File: src/rtl/comp_sched_pkg.sv
// Shared constants and helpers for the comparator-sharing scheduler.
//   CMP_W   : comparator operand width
//   CMP_NCH : default number of requesting channels
//   CMP_LAT : comparator latency, operand sample edge to result valid
//   clog2   : ceiling log2, used to size channel ids
package comp_sched_pkg;

    function automatic int unsigned clog2(input int unsigned n);
        int unsigned r = 0;
        while ((32'd1 << r) < n) r++;
        return r;
    endfunction

    localparam int unsigned CMP_W   = 20;
    localparam int unsigned CMP_NCH = 4;
    localparam int unsigned CMP_LAT = 2;

endpackage

File: src/rtl/rr_arb.sv
// Round-robin arbiter with internal pointer.
//   clk, rst_n : clock, async active-low reset
//   en         : 1 = a grant may be issued this cycle
//   req        : per-channel request levels
//   gnt        : one-hot grant (combinational)
//   id         : encoded id of the granted channel (valid when vld=1)
//   vld        : a grant is issued this cycle
module rr_arb
    import comp_sched_pkg::*;
#(
    parameter int unsigned NCH = CMP_NCH,
    parameter int unsigned CHW = clog2(NCH)
) (
    input  logic           clk,
    input  logic           rst_n,
    input  logic           en,
    input  logic [NCH-1:0] req,
    output logic [NCH-1:0] gnt,
    output logic [CHW-1:0] id,
    output logic           vld
);

    localparam logic [CHW:0]   NCH_V  = (CHW+1)'(NCH);
    localparam logic [CHW-1:0] LAST_V = CHW'(NCH - 1);

    logic [CHW-1:0]   ptr;
    logic [2*NCH-1:0] req2;
    logic [NCH-1:0]   rot;
    logic [CHW-1:0]   off;
    logic             hit;
    logic [CHW:0]     sum;

    // Rotate requests so ptr sits at bit 0, pick the lowest set bit, rotate back.
    always_comb begin
        req2 = {req, req} >> ptr;
        rot  = req2[NCH-1:0];
        off  = '0;
        hit  = 1'b0;
        for (int i = int'(NCH) - 1; i >= 0; i--) begin
            if (rot[i]) begin
                off = CHW'(i);
                hit = 1'b1;
            end
        end
        sum = {1'b0, ptr} + {1'b0, off};
        if (sum >= NCH_V) sum = sum - NCH_V;
        id  = sum[CHW-1:0];
        vld = hit & en;
        gnt = vld ? (NCH'(1) << id) : '0;
    end

    // Pointer moves to the channel after the one just granted.
    always_ff @(posedge clk or negedge rst_n) begin
        if (!rst_n) begin
            ptr <= '0;
        end else if (vld) begin
            ptr <= (id == LAST_V) ? '0 : id + 1'b1;
        end
    end

endmodule

File: src/rtl/comp_share_sched.sv
// Round-robin scheduler sharing one registered comparator among NCH channels.
//   Clock, Reset      : clock, async active-low reset
//   Hold              : 1 = no new grants, in-flight results still return
//   Req, Op_A, Op_B   : per-channel request and packed operands
//   Gnt               : one-hot grant, combinational, same cycle as issue
//   Comp_A, Comp_B    : operands to the comparator (last issued when idle)
//   Comp_out          : comparator result
//   Res_valid/ch/bit  : registered result return, LAT+1 cycles after grant
//   Res_word          : sticky last result bit per channel
//   Busy              : any issue in flight
module comp_share_sched
    import comp_sched_pkg::*;
#(
    parameter int unsigned NCH = CMP_NCH,
    parameter int unsigned W   = CMP_W,
    parameter int unsigned LAT = CMP_LAT,
    parameter int unsigned CHW = clog2(NCH)
) (
    input  logic             Clock,
    input  logic             Reset,
    input  logic             Hold,
    input  logic [NCH-1:0]   Req,
    input  logic [NCH*W-1:0] Op_A,
    input  logic [NCH*W-1:0] Op_B,
    output logic [NCH-1:0]   Gnt,
    output logic [W-1:0]     Comp_A,
    output logic [W-1:0]     Comp_B,
    input  logic             Comp_out,
    output logic             Res_valid,
    output logic [CHW-1:0]   Res_ch,
    output logic             Res_bit,
    output logic [NCH-1:0]   Res_word,
    output logic             Busy
);

    logic [NCH-1:0]          arb_gnt;
    logic [CHW-1:0]          arb_id;
    logic                    arb_vld;
    logic [W-1:0]            sel_a;
    logic [W-1:0]            sel_b;
    logic [W-1:0]            last_a;
    logic [W-1:0]            last_b;
    logic [LAT-1:0]          tag_v;
    logic [LAT-1:0][CHW-1:0] tag_ch;

    // Reset gates the enable so no grant is shown while Reset is low.
    rr_arb #(
        .NCH (NCH),
        .CHW (CHW)
    ) u_arb (
        .clk   (Clock),
        .rst_n (Reset),
        .en    (~Hold & Reset),
        .req   (Req),
        .gnt   (arb_gnt),
        .id    (arb_id),
        .vld   (arb_vld)
    );

    assign Gnt = arb_gnt;

    // Operand mux; idle cycles replay the last issued operands.
    always_comb begin
        sel_a  = Op_A[arb_id*W +: W];
        sel_b  = Op_B[arb_id*W +: W];
        Comp_A = arb_vld ? sel_a : last_a;
        Comp_B = arb_vld ? sel_b : last_b;
    end

    // Tag pipe tracks comparator latency; result stage adds one flop.
    always_ff @(posedge Clock or negedge Reset) begin
        if (!Reset) begin
            last_a    <= '0;
            last_b    <= '0;
            tag_v     <= '0;
            tag_ch    <= '0;
            Res_valid <= 1'b0;
            Res_ch    <= '0;
            Res_bit   <= 1'b0;
            Res_word  <= '0;
        end else begin
            if (arb_vld) begin
                last_a <= sel_a;
                last_b <= sel_b;
            end
            tag_v[0]  <= arb_vld;
            tag_ch[0] <= arb_id;
            for (int i = 1; i < int'(LAT); i++) begin
                tag_v[i]  <= tag_v[i-1];
                tag_ch[i] <= tag_ch[i-1];
            end
            Res_valid <= tag_v[LAT-1];
            if (tag_v[LAT-1]) begin
                Res_ch                   <= tag_ch[LAT-1];
                Res_bit                  <= Comp_out;
                Res_word[tag_ch[LAT-1]]  <= Comp_out;
            end
        end
    end

    assign Busy = |tag_v;

endmodule

File: config.mk
export PLATFORM = sky130hd
export DESIGN_NAME = comp_share_sched
export DESIGN_NICKNAME = d
export VERILOG_FILES = /design/src/rtl/comp_sched_pkg.sv /design/src/rtl/rr_arb.sv /design/src/rtl/comp_share_sched.sv
export SDC_FILE = /design/constraint.sdc
export NUM_CORES = 1
export LEC_CHECK = 0
export CORE_MARGIN = 2
export CORE_UTILIZATION = 38
export CTS_BUF_LIST = sky130_fd_sc_hd__clkbuf_4 sky130_fd_sc_hd__clkbuf_8 sky130_fd_sc_hd__clkbuf_16
export CTS_CLUSTER_SIZE = 20
export DETAILED_ROUTE_END_ITERATION = 10
export GPL_ROUTABILITY_DRIVEN = 0
export MAX_ROUTING_LAYER = met4
export PLACE_DENSITY = 0.89
export SLEW_MARGIN = 10
export SYNTH_ARGS = -nofsm -noshare
export SYNTH_HDL_FRONTEND = slang
export SYNTH_SLANG_ARGS = --single-unit
export TNS_END_PERCENT = 100
File: constraint.sdc
create_clock -name Clock -period 4.3 [get_ports Clock]
set_input_delay 0.645 -clock Clock [delete_from_list [all_inputs] [get_ports Clock]]
set_output_delay 0.645 -clock Clock [all_outputs]
set_load 0.02 [all_outputs]
==> metrics.txt, run 1 <==
# TYPE chip_impl_metric gauge
chip_impl_metric{name="ioPinCount",unit=""} 221
chip_impl_metric{name="final_max_slew_viol_count",unit=""} 0
chip_impl_info{name="tritoncts",value="yes"} 1
chip_impl_info{name="hold_class",value="register to register"} 1
chip_impl_metric{name="synth_fp_nets",unit=""} 573
chip_impl_metric{name="track_usage",unit=""} 0.247
chip_impl_metric{name="synth.cell_area",unit="µm²"} 3710
chip_impl_metric{name="fp-row-count",unit=""} 36
chip_impl_metric{name="max-cap-violations",unit=""} 0
chip_impl_metric{name="power_per_cell_area",unit="nW/µm²"} 724
chip_impl_metric{name="start_util",unit=""} 0.385
chip_impl_metric{name="via_count_of_the_first_global_routing_pass",unit=""} 4117
chip_impl_metric{name="drt_first_pass_iters",unit=""} 5
chip_impl_metric{name="timing_hold_violations_final",unit=""} 0
chip_impl_info{name="status",value="complete, no violations"} 1
chip_impl_metric{name="dr_total_vias",unit=""} 4155
chip_impl_info{name="synth_top_cells_by_count",value="sky130_fd_sc_hd__nor2b_1, sky130_fd_sc_hd__dfrtp_1, sky130_fd_sc_hd__nand2_1"} 1
chip_impl_metric{name="critical_path_arrival",unit="ns"} 3.43
chip_impl_metric{name="detail_route.vias_per_cell",unit=""} 5.54
chip_impl_metric{name="drcViolationCount",unit=""} 0
chip_impl_metric{name="multi_input_comb_area",unit="µm²"} 2210
chip_impl_metric{name="finalWirelength",unit="mm"} 13.3
chip_impl_info{name="post_synth_main_area_contributors",value="sky130_fd_sc_hd__dfrtp_1, sky130_fd_sc_hd__nor2b_1, sky130_fd_sc_hd__a221oi_1"} 1
chip_impl_metric{name="cts.hold.buffers_added",unit=""} 0
chip_impl_metric{name="max_clock_freq",unit="MHz"} 245
chip_impl_metric{name="total_of_warnings_raised_by_yosys",unit=""} 0
chip_impl_metric{name="whs",unit="ns"} 0.368
chip_impl_info{name="yosys.cell_count.top_type",value="sky130_fd_sc_hd__nor2b_1"} 1
chip_impl_metric{name="initialDrtViolationCount",unit=""} 160
chip_impl_metric{name="finalCriticalPeriod",unit="ns"} 4.08
chip_impl_metric{name="detailed_place.area",unit="µm²"} 6200
chip_impl_metric{name="insertion_delay",unit="ns"} 0.31
chip_impl_metric{name="ff2ff_setup_slack",unit="ns"} 1.46
chip_impl_info{name="clock_root_buffer",value="sky130_fd_sc_hd__clkbuf_8"} 1
chip_impl_metric{name="clkSlewWorstSetupHoldPaths",unit="ns"} 0.11
chip_impl_metric{name="fin_setup_tns",unit="ns"} 0
chip_impl_metric{name="post_route_ant_nets",unit=""} 0
chip_impl_metric{name="worstPathRequired",unit="ns"} 3.65
chip_impl_metric{name="drive_gt1_frac",unit=""} 0.120
chip_impl_metric{name="maximum_fanout_along_the_worst_path",unit=""} 18
chip_impl_metric{name="setup_viol",unit=""} 0
chip_impl_metric{name="htree_num_levels",unit=""} 2
chip_impl_metric{name="finish.net_count",unit=""} 786
chip_impl_metric{name="postLayoutCellArea",unit="µm²"} 6370
chip_impl_metric{name="clk_path_buf_depth",unit=""} 2
chip_impl_metric{name="power.leakage",unit="nW"} 2.57
chip_impl_info{name="timing_worst_setup_path_type",value="primary input to primary output"} 1
chip_impl_metric{name="fp.dieH",unit="µm"} 103
chip_impl_metric{name="grt_first_pass_wirelength",unit="mm"} 19.9
chip_impl_metric{name="flip_flop_and_latch_count_after_synthesis",unit=""} 56
chip_impl_metric{name="layout_worst_path_cycle_share",unit=""} 0.949
chip_impl_metric{name="antenna_diode_count",unit=""} 0
chip_impl_metric{name="worst_slew_pin_slew",unit="ns"} 0.736
chip_impl_metric{name="synth_cells",unit=""} 403
chip_impl_metric{name="grt_max_degree",unit=""} 87
chip_impl_metric{name="dp_hpwl",unit="mm"} 9.78
chip_impl_metric{name="seq_area",unit="µm²"} 1400
chip_impl_metric{name="fp.dieW",unit="µm"} 103
chip_impl_metric{name="remaining_global_route_overflow",unit=""} 0
chip_impl_metric{name="drt-wirelength-per-cell",unit="µm"} 17.7
chip_impl_metric{name="synth-edff-count",unit=""} 0
chip_impl_metric{name="post_synth_num_cell_types",unit=""} 37
chip_impl_info{name="timing.critical_path.to_type",value="primary output"} 1
chip_impl_metric{name="filler_cell_count",unit=""} 790
chip_impl_metric{name="skew",unit="ns"} 0.0137
chip_impl_metric{name="synthArstFlopShare",unit=""} 1.00
chip_impl_metric{name="placement.io_buffers",unit=""} 220
chip_impl_metric{name="area_growth_syn_to_layout",unit="%"} 71.5
chip_impl_metric{name="syn-mean-instance-area",unit="µm²"} 9.22
chip_impl_metric{name="netlist.area_leader.share",unit=""} 0.377
chip_impl_metric{name="cts-buffers-inserted",unit=""} 5
chip_impl_metric{name="grt_antenna_before_repair",unit=""} 0
chip_impl_metric{name="die_outline_area",unit="µm²"} 10600
chip_impl_metric{name="design.core.area",unit="µm²"} 9640
chip_impl_info{name="dominantRegCellSynth",value="sky130_fd_sc_hd__dfrtp_1"} 1
chip_impl_metric{name="worst_ir_drop_on_vdd",unit="µV"} 378
chip_impl_metric{name="synth_sequential_area_ratio",unit=""} 0.377
chip_impl_info{name="synth_top_cell_by_area",value="sky130_fd_sc_hd__dfrtp_1"} 1
chip_impl_info{name="worst_setup_path_start_kind",value="primary input"} 1
chip_impl_metric{name="clock_sinks",unit=""} 56
chip_impl_metric{name="max_slew_margin",unit=""} 0.509
where the power goes:
group | total [mW] | internal (mW) | switching [mW]
Sequential | 0.873 | 0.762 | 0.111
Clock | 0.311 | 0.119 | 0.192
Combinational | 3.43 | 1.47 | 1.96
stage by stage:
step                      instances   util  total power, mW  setup WS, ns
after global routing            750  0.661             4.96       -0.0114
final                           750  0.661             4.62         0.221
after detailed placement        738  0.644             4.27        -0.253
after floorplan                 403      -             2.92         0.598
after CTS                       748  0.653             4.49         0.101
after global placement          738  0.644             4.15        -0.129
flip-flops by register name, summed over array words and instances (netlist names):
name and flops:
u_arb.ptr 2, Res_word 4, tag_ch 4, Res_bit 1
last_b 20, Res_valid 1, Res_ch 2, last_a 20
tag_v 2
kinds of logic after synthesis:
family,synth area share
AND/OR/NAND/NOR,0.225
multiplexers,0.0222
XOR/XNOR,0.00472
AO/OA/AOI/OAI,0.300
buffers and inverters,0.0637
flip-flops,0.377
adder cells (fa/ha/maj),0.00674
area by class of cell:
type	count	area share
Inverter	4	0.00236
Timing Repair Buffer	252	0.390
Clock buffer	5	0.0108
Clock inverter	3	0.00412
Tap cell	133	0.0261
Sequential cell	56	0.220
Multi-Input combinational cell	297	0.347
worst max-delay path, stage by stage:
cell and delay (ns):
sky130_fd_sc_hd__clkdlybuf4s50_1 0.55, sky130_fd_sc_hd__nor2b_1 0.07, sky130_fd_sc_hd__a221o_1 0.29, sky130_fd_sc_hd__nand2_1 0.09, sky130_fd_sc_hd__o221ai_2 0.12, sky130_fd_sc_hd__ha_4 0.22
sky130_fd_sc_hd__xnor2_2 0.17, sky130_fd_sc_hd__nor3_4 0.26, sky130_fd_sc_hd__buf_12 0.20, sky130_fd_sc_hd__a2111oi_0 0.08, sky130_fd_sc_hd__o31ai_1 0.35, sky130_fd_sc_hd__dlygate4sd2_1 0.38
final timing paths:
path,depth (start not counted),startpoint,to
hold reg to reg,0,tag_ch[1]$_DFF_PN0_,tag_ch[3]$_DFF_PN0_
min in group asynchronous,2,Reset,Res_bit$_DFFE_PN0P_
setup / recovery,12,Req[1],Comp_B[1]
max in group asynchronous,2,Reset,last_b[7]$_DFF_PN0_
setup reg to reg,12,u_arb.ptr[0]$_DFFE_PN0P_,last_a[19]$_DFF_PN0_
hold / removal,0,tag_ch[1]$_DFF_PN0_,tag_ch[3]$_DFF_PN0_
cells in the final DEF (no fill, tap or decap), drive strengths merged, types with 3 or more instances in the layout:
master         count
nor3b              4
clkdlybuf4s50    176
inv                5
clkdlybuf4s15      3
clkbuf            11
a221oi            40
dfrtp             56
nor2b             82
dlygate4sd2       31
o31ai             41
nand2             50
nor2               5
dlymetal6s2s       3
mux2               7
a2111oi           40
o21ai              4
buf               33
nor3               4
layer usage:
layer  GRT usage  part of all wire  vias up
met2       0.419              0.52      185
met5           -                 0        -
met4      0.0941             0.029        0
li1            -                 -     1969
met3      0.0407             0.058       32
met1       0.295              0.40     1969
repair_timing:
| action | 4_1_cts | 5_1_grt |
|---|---|---|
| resized for setup | 51 | 39 |
| setup endpoints to repair | 40 | 35 |
| pin swaps | 2 | 3 |
| setup buffers | 2 | 2 |
Note: power is estimated with default switching activity, not from simulation.
==> inputs of run 2 (changes only) <==
--- a/config.mk
+++ b/config.mk
@@ -5,14 +5,13 @@
 export SDC_FILE = /design/constraint.sdc
 export NUM_CORES = 1
 export LEC_CHECK = 0
-export CORE_MARGIN = 2
-export CORE_UTILIZATION = 38
+export CORE_UTILIZATION = 41
 export CTS_BUF_LIST = sky130_fd_sc_hd__clkbuf_4 sky130_fd_sc_hd__clkbuf_8 sky130_fd_sc_hd__clkbuf_16
 export CTS_CLUSTER_SIZE = 20
 export DETAILED_ROUTE_END_ITERATION = 10
 export GPL_ROUTABILITY_DRIVEN = 0
 export MAX_ROUTING_LAYER = met4
-export PLACE_DENSITY = 0.89
+export PLACE_DENSITY = 0.95
 export SLEW_MARGIN = 10
 export SYNTH_ARGS = -nofsm -noshare
 export SYNTH_HDL_FRONTEND = slang
==> constraint.sdc (replaced) <==
create_clock -name Clock -period 4.8 [get_ports Clock]
set_input_delay 0.72 -clock Clock [delete_from_list [all_inputs] [get_ports Clock]]
set_output_delay 0.72 -clock Clock [all_outputs]
set_load 0.02 [all_outputs]
==> metrics.txt, run 2 (same netlist as run 1, synthesis figures left out) <==
# TYPE chip_impl_metric gauge
chip_impl_metric{name="placement.io_buffers",unit=""} 220
chip_impl_info{name="tritoncts",value="yes"} 1
chip_impl_metric{name="post_route_ant_nets",unit=""} 0
chip_impl_metric{name="timing_hold_violations_final",unit=""} 0
chip_impl_metric{name="detail_route.vias_per_cell",unit=""} 5.78
chip_impl_metric{name="antenna_diode_count",unit=""} 0
chip_impl_info{name="worst_setup_path_start_kind",value="primary input"} 1
chip_impl_metric{name="worst_ir_drop_on_vdd",unit="µV"} 417
chip_impl_metric{name="worstPathRequired",unit="ns"} 4.08
chip_impl_metric{name="drt_first_pass_iters",unit=""} 4
chip_impl_metric{name="grt_max_degree",unit=""} 87
chip_impl_info{name="timing_worst_setup_path_type",value="primary input to primary output"} 1
chip_impl_metric{name="ioPinCount",unit=""} 221
chip_impl_metric{name="maximum_fanout_along_the_worst_path",unit=""} 19
chip_impl_metric{name="max_clock_freq",unit="MHz"} 216
chip_impl_metric{name="finish.net_count",unit=""} 766
chip_impl_metric{name="finalWirelength",unit="mm"} 12.6
chip_impl_metric{name="timing.final.ws_setup",unit="ns"} 0.162
chip_impl_info{name="reg_top3",value="last_a (20), last_b (20)"} 1
chip_impl_metric{name="final_max_slew_viol_count",unit=""} 0
chip_impl_metric{name="fp.dieW",unit="µm"} 97.2
chip_impl_metric{name="power_per_cell_area",unit="nW/µm²"} 646
chip_impl_metric{name="whs",unit="ns"} 0.359
chip_impl_metric{name="dp_hpwl",unit="mm"} 9.03
chip_impl_metric{name="htree_num_levels",unit=""} 2
chip_impl_metric{name="setup_viol",unit=""} 0
chip_impl_metric{name="skew",unit="ns"} 0.00880
chip_impl_metric{name="start_util",unit=""} 0.424
chip_impl_metric{name="number_of_standard_cells_in_the_final_layout_excluding_fillers",unit=""} 705
chip_impl_metric{name="dpl_worst_slack",unit="ns"} 0.0537
chip_impl_metric{name="filler_cell_count",unit=""} 642
chip_impl_metric{name="drt-wirelength-per-cell",unit="µm"} 17.8
chip_impl_metric{name="die_outline_area",unit="µm²"} 9440
chip_impl_metric{name="postLayoutCellArea",unit="µm²"} 6200
chip_impl_info{name="clock_root_buffer",value="sky130_fd_sc_hd__clkbuf_8"} 1
chip_impl_metric{name="clkSlewWorstSetupHoldPaths",unit="ns"} 0.11
chip_impl_metric{name="dr_total_vias",unit=""} 4074
chip_impl_metric{name="post_cts.resized_instances",unit=""} 0
chip_impl_metric{name="area_growth_syn_to_layout",unit="%"} 67.0
chip_impl_metric{name="initialDrtViolationCount",unit=""} 144
chip_impl_metric{name="drcViolationCount",unit=""} 0
chip_impl_metric{name="detailed_place.area",unit="µm²"} 6050
chip_impl_metric{name="cts.hold.buffers_added",unit=""} 0
chip_impl_metric{name="worst_slew_pin_slew",unit="ns"} 0.747
chip_impl_info{name="most_used_cells_in_the_layout_excluding_fill_and_tap_cells",value="sky130_fd_sc_hd__clkdlybuf4s50_1, sky130_fd_sc_hd__nor2b_1, sky130_fd_sc_hd__dfrtp_1"} 1
chip_impl_info{name="status",value="complete, no violations"} 1
chip_impl_metric{name="dpl.cell_count",unit=""} 697
chip_impl_metric{name="fp-row-count",unit=""} 34
chip_impl_metric{name="fp.dieH",unit="µm"} 97.2
chip_impl_info{name="timing.critical_path.to_type",value="primary output"} 1
chip_impl_info{name="hold_class",value="register to register"} 1
chip_impl_metric{name="grt_first_pass_wirelength",unit="mm"} 20.1
chip_impl_metric{name="remaining_global_route_overflow",unit=""} 0
chip_impl_metric{name="drive_gt1_frac",unit=""} 0.0687
chip_impl_metric{name="critical_path_arrival",unit="ns"} 3.92
chip_impl_metric{name="cts-buffers-inserted",unit=""} 5
chip_impl_metric{name="multi_input_comb_area",unit="µm²"} 2150
chip_impl_metric{name="design.core.area",unit="µm²"} 8760
chip_impl_metric{name="max_slew_margin",unit=""} 0.502
chip_impl_metric{name="max-cap-violations",unit=""} 0
chip_impl_metric{name="power.leakage",unit="nW"} 2.42
chip_impl_metric{name="insertion_delay",unit="ns"} 0.31
chip_impl_metric{name="clk_path_buf_depth",unit=""} 2
chip_impl_metric{name="clock_sinks",unit=""} 56
chip_impl_metric{name="finalCriticalPeriod",unit="ns"} 4.64
chip_impl_metric{name="layout_worst_path_cycle_share",unit=""} 0.966
chip_impl_metric{name="via_count_of_the_first_global_routing_pass",unit=""} 4060
chip_impl_metric{name="grt_antenna_before_repair",unit=""} 0
chip_impl_metric{name="cts_setup_buffers",unit=""} 0
chip_impl_metric{name="seq_area",unit="µm²"} 1400
chip_impl_metric{name="track_usage",unit=""} 0.270
chip_impl_info{name="mostFrequentLayoutCell",value="sky130_fd_sc_hd__clkdlybuf4s50_1"} 1
run 2: cell count changes in the layout (fill, tap and decap cells not counted), sizes merged:
cell           previous run  this run
clkdlybuf4s50           176       211
dlygate4sd2              31         0
buf                      33        13
clkbuf                   11         5
dlymetal6s2s              3         8
clkdlybuf4s15             3         0
clkinvlp                  2         1
inv                       5         6
run 2: metrics by stage:
stage,power [mW],setup TNS [ns],util
finish,4.01,0,0.708
global route,4.29,-0.000984,0.708
CTS,3.98,0,0.701
detailed placement,3.69,0,0.691
global placement,3.60,0,0.691
floorplan,2.62,0,-
run 2: worst paths after layout:
kind	startpoint	to	slack (ns)	cells past startpoint
hold / removal	tag_ch[1]$_DFF_PN0_	tag_ch[3]$_DFF_PN0_	0.36	0
min in group asynchronous	Reset	Res_word[2]$_DFFE_PN0P_	0.56	2
setup reg to reg	u_arb.ptr[0]$_DFFE_PN0P_	u_arb.ptr[0]$_DFFE_PN0P_	1.95	12
setup / recovery	Req[0]	Gnt[3]	0.16	14
max in group asynchronous	Reset	last_b[8]$_DFF_PN0_	3.73	2
hold reg to reg	tag_ch[1]$_DFF_PN0_	tag_ch[3]$_DFF_PN0_	0.36	0
run 2: final cells by class:
type,count,area share
clock inverter,3,0.00403
sequential,56,0.226
multi-input combinational,297,0.347
inverter,4,0.00242
clock buffer,5,0.0111
tap,108,0.0218
timing repair buffer,232,0.388
run 2: per-layer routing:
layer,track usage,routed length [µm],up-vias,part of all wire
met2,0.475,6420,191,0.51
met1,0.319,5110,1934,0.41
met4,0.0758,241,0,0.019
li1,-,-,1929,-
met3,0.0439,784,20,0.062
met5,-,0,-,0
run 2: critical path, cell delays in order:
cell and delay, ns:
sky130_fd_sc_hd__clkdlybuf4s50_1 0.58, sky130_fd_sc_hd__nor2_1 0.07, sky130_fd_sc_hd__a221o_1 0.35, sky130_fd_sc_hd__nand2_1 0.07, sky130_fd_sc_hd__o221ai_1 0.16, sky130_fd_sc_hd__ha_4 0.23
sky130_fd_sc_hd__xor2_2 0.17, sky130_fd_sc_hd__a21oi_4 0.18, sky130_fd_sc_hd__buf_4 0.28, sky130_fd_sc_hd__nor2_2 0.10, sky130_fd_sc_hd__inv_1 0.07, sky130_fd_sc_hd__ha_1 0.16
sky130_fd_sc_hd__and2_1 0.15, sky130_fd_sc_hd__clkdlybuf4s50_1 0.63
run 2: report_power, final:
| group | switching, mW | total, mW | leakage, nW | internal, mW |
|---|---|---|---|---|
| Combinational | 1.67 | 2.95 | 1.68 | 1.28 |
| Sequential | 0.0968 | 0.780 | 0.691 | 0.683 |
| Clock | 0.169 | 0.276 | 0.0452 | 0.107 |
| Total | 1.94 | 4.01 | 2.42 | 2.07 |
==> inputs of run 3 (changes only) <==
--- a/config.mk
+++ b/config.mk
@@ -5,13 +5,15 @@
 export SDC_FILE = /design/constraint.sdc
 export NUM_CORES = 1
 export LEC_CHECK = 0
-export CORE_UTILIZATION = 41
+export CORE_AREA = 2 2 86 88
 export CTS_BUF_LIST = sky130_fd_sc_hd__clkbuf_4 sky130_fd_sc_hd__clkbuf_8 sky130_fd_sc_hd__clkbuf_16
 export CTS_CLUSTER_SIZE = 20
 export DETAILED_ROUTE_END_ITERATION = 10
+export DIE_AREA = 0 0 88 90
+export DONT_BUFFER_PORTS = 1
 export GPL_ROUTABILITY_DRIVEN = 0
 export MAX_ROUTING_LAYER = met4
-export PLACE_DENSITY = 0.95
+export PLACE_DENSITY = 0.77
 export SLEW_MARGIN = 10
 export SYNTH_ARGS = -nofsm -noshare
 export SYNTH_HDL_FRONTEND = slang
==> metrics.txt, run 3 (same netlist as run 1, synthesis figures left out) <==
# TYPE chip_impl_metric gauge
chip_impl_metric{name="finalCriticalPeriod",unit="ns"} 4.47
chip_impl_metric{name="htree_num_levels",unit=""} 2
chip_impl_metric{name="ioPinCount",unit=""} 221
chip_impl_info{name="status",value="complete, no violations"} 1
chip_impl_metric{name="p_comb_frac",unit=""} 0.671
chip_impl_metric{name="antenna_diode_count",unit=""} 0
chip_impl_metric{name="worst_slew_pin_slew",unit="ns"} 1.09
chip_impl_metric{name="p_clk_frac",unit=""} 0.081
chip_impl_metric{name="remaining_global_route_overflow",unit=""} 0
chip_impl_metric{name="filler_cell_count",unit=""} 614
chip_impl_info{name="mostFrequentLayoutCell",value="sky130_fd_sc_hd__nor2b_1"} 1
chip_impl_metric{name="drcViolationCount",unit=""} 0
chip_impl_info{name="tritoncts",value="yes"} 1
chip_impl_metric{name="detail_route.vias_per_cell",unit=""} 6.62
chip_impl_metric{name="max_clock_freq",unit="MHz"} 224
chip_impl_metric{name="die_outline_area",unit="µm²"} 7920
chip_impl_metric{name="detailed_place.area",unit="µm²"} 3790
chip_impl_metric{name="dp_hpwl",unit="mm"} 7.50
chip_impl_metric{name="dr_total_vias",unit=""} 3169
chip_impl_metric{name="finalCoreUtilization",unit=""} 0.553
chip_impl_metric{name="fp-row-count",unit=""} 31
chip_impl_info{name="path_common_cell",value="sky130_fd_sc_hd__buf_4"} 1
chip_impl_info{name="timing.critical_path.to_type",value="primary output"} 1
chip_impl_metric{name="multi_input_comb_area",unit="µm²"} 2110
chip_impl_metric{name="placement.io_buffers",unit=""} 0
chip_impl_metric{name="worstPathRequired",unit="ns"} 4.08
chip_impl_metric{name="timing.final.ws_setup",unit="ns"} 0.328
chip_impl_info{name="rsz0062_at_grt",value="false"} 1
chip_impl_metric{name="worst_ir_drop_on_vdd",unit="µV"} 368
chip_impl_metric{name="grt_max_degree",unit=""} 83
chip_impl_metric{name="max-cap-violations",unit=""} 0
chip_impl_metric{name="post_cts.resized_instances",unit=""} 0
chip_impl_metric{name="finalWirelength",unit="mm"} 10.3
chip_impl_metric{name="crit_path_max_incr_delay",unit="ns"} 0.79
chip_impl_metric{name="dpl_worst_slack",unit="ns"} 0.595
chip_impl_metric{name="seq_area",unit="µm²"} 1400
chip_impl_metric{name="max_slew_margin",unit=""} 0.273
chip_impl_metric{name="cts.hold.buffers_added",unit=""} 0
chip_impl_metric{name="postLayoutCellArea",unit="µm²"} 3880
chip_impl_metric{name="via_count_of_the_first_global_routing_pass",unit=""} 3186
chip_impl_metric{name="skew",unit="ns"} 0.00794
chip_impl_metric{name="initialDrtViolationCount",unit=""} 225
chip_impl_metric{name="drive_gt1_frac",unit=""} 0.0974
chip_impl_metric{name="finalPower",unit="mW"} 3.30
chip_impl_metric{name="power_per_cell_area",unit="nW/µm²"} 851
chip_impl_metric{name="clk_path_buf_depth",unit=""} 2
chip_impl_metric{name="bufs_and_invs_on_worst_path",unit=""} 3
chip_impl_metric{name="fp.dieH",unit="µm"} 90
chip_impl_metric{name="grt_antenna_before_repair",unit=""} 0
chip_impl_metric{name="start_util",unit=""} 0.529
chip_impl_metric{name="clkSlewWorstSetupHoldPaths",unit="ns"} 0.11
chip_impl_metric{name="net-switching-power",unit="mW"} 1.77
chip_impl_info{name="reg_top3",value="last_a (20), last_b (20)"} 1
chip_impl_info{name="worst_setup_path_start_kind",value="register"} 1
chip_impl_metric{name="area_growth_syn_to_layout",unit="%"} 4.55
chip_impl_metric{name="layout_worst_path_cycle_share",unit=""} 0.932
chip_impl_info{name="most_used_cells_in_the_layout_excluding_fill_and_tap_cells",value="sky130_fd_sc_hd__nor2b_1, sky130_fd_sc_hd__dfrtp_1, sky130_fd_sc_hd__nand2_1"} 1
chip_impl_info{name="critPathSlowestCell",value="sky130_fd_sc_hd__ha_4"} 1
chip_impl_metric{name="power.leakage",unit="nW"} 1.45
chip_impl_info{name="clock_root_buffer",value="sky130_fd_sc_hd__clkbuf_8"} 1
chip_impl_metric{name="fin_setup_tns",unit="ns"} 0
chip_impl_info{name="crit_family",value="compound AO/OA/AOI/OAI gates"} 1
chip_impl_metric{name="maximum_fanout_along_the_worst_path",unit=""} 82
chip_impl_metric{name="timing_hold_violations_final",unit=""} 0
chip_impl_metric{name="final_max_slew_viol_count",unit=""} 0
chip_impl_metric{name="clock_sinks",unit=""} 56
chip_impl_info{name="critical_path_cell_by_cell",value="nor2_1 -> a221o_1 -> nand2_1 -> o221ai_1 -> ha_4 -> buf_12 -> buf_4 -> a221oi_1 -> o31ai_1 -> buf_4"} 1
chip_impl_metric{name="cts_setup_buffers",unit=""} 0
chip_impl_metric{name="post_route_ant_nets",unit=""} 0
chip_impl_metric{name="cts-buffers-inserted",unit=""} 5
chip_impl_metric{name="p_int",unit="mW"} 1.53
chip_impl_metric{name="fp.dieW",unit="µm"} 88
chip_impl_metric{name="power.switching_fraction",unit=""} 0.536
chip_impl_metric{name="drt_first_pass_iters",unit=""} 5
chip_impl_metric{name="drt-wirelength-per-cell",unit="µm"} 21.5
chip_impl_metric{name="design.core.area",unit="µm²"} 7020
chip_impl_metric{name="setup_viol",unit=""} 0
chip_impl_info{name="timing_worst_setup_path_type",value="register to primary output"} 1
chip_impl_info{name="hold_class",value="primary input to asynchronous set/reset pin"} 1
chip_impl_metric{name="critical_path_arrival",unit="ns"} 3.75
chip_impl_metric{name="track_usage",unit=""} 0.262
chip_impl_metric{name="insertion_delay",unit="ns"} 0.31
chip_impl_metric{name="grt_first_pass_wirelength",unit="mm"} 16.0
chip_impl_metric{name="seq_power_share",unit=""} 0.247
chip_impl_metric{name="finish.net_count",unit=""} 549
run 3: cell type report:
class                   instances  share of cell area
multi-input cells             297               0.544
flip-flops and latches         56               0.361
repair buffers                 15              0.0354
well taps                      99              0.0319
clock buffers                   5              0.0177
clock inverters                 3             0.00612
inverters                       4             0.00387
run 3: power groups by stage:
stage               Combinational [mW]  Sequential, mW  Clock [mW]
floorplan                         1.84           0.781           0
global placement                  2.14           0.818           0
detailed placement                2.21           0.829           0
CTS                               2.22           0.819       0.273
global route                      2.43           0.841       0.300
finish                            2.22           0.817       0.268
run 3: routing by layer:
layer | vias to the layer above | track usage | part of all wire
met3 | 21 | 0.0624 | 0.094
met1 | 1474 | 0.302 | 0.37
met2 | 181 | 0.446 | 0.51
met5 | - | - | 0
met4 | 0 | 0.0782 | 0.022
li1 | 1493 | - | -
run 3: final timing paths:
kind / from / to / slack [ns] / cells after the start
setup / recovery: u_arb.ptr[0]$_DFFE_PN0P_ / Comp_A[17] / 0.33 / 10
hold / removal: Reset / Res_ch[0]$_DFFE_PN0P_ / 0.08 / 0
setup reg to reg: u_arb.ptr[0]$_DFFE_PN0P_ / last_a[5]$_DFF_PN0_ / 1.18 / 9
hold reg to reg: tag_ch[0]$_DFF_PN0_ / tag_ch[2]$_DFF_PN0_ / 0.35 / 0
max in group asynchronous: Reset / last_b[9]$_DFF_PN0_ / 4.61 / 0
min in group Clock: tag_ch[0]$_DFF_PN0_ / tag_ch[2]$_DFF_PN0_ / 0.35 / 0
run 3: worst register-to-register path: cells and delay by family, from the launching register on:
family | cells | cell delay [ns]
AOI/OAI and AO/OA | 5 | 2.28
DFF | 1 | 0.59
adders and majority gates | 1 | 0.21
xor gates and xnor gates | 1 | 0.18
and+or+nand+nor | 2 | 0.17
run 3: through the flow:
stage	std cells	hold slack, ns
after floorplan	403	0.331
after global placement	471	0.334
after detailed placement	471	0.338
after CTS	479	0.0733
after global routing	479	0.0527
final	479	0.0833
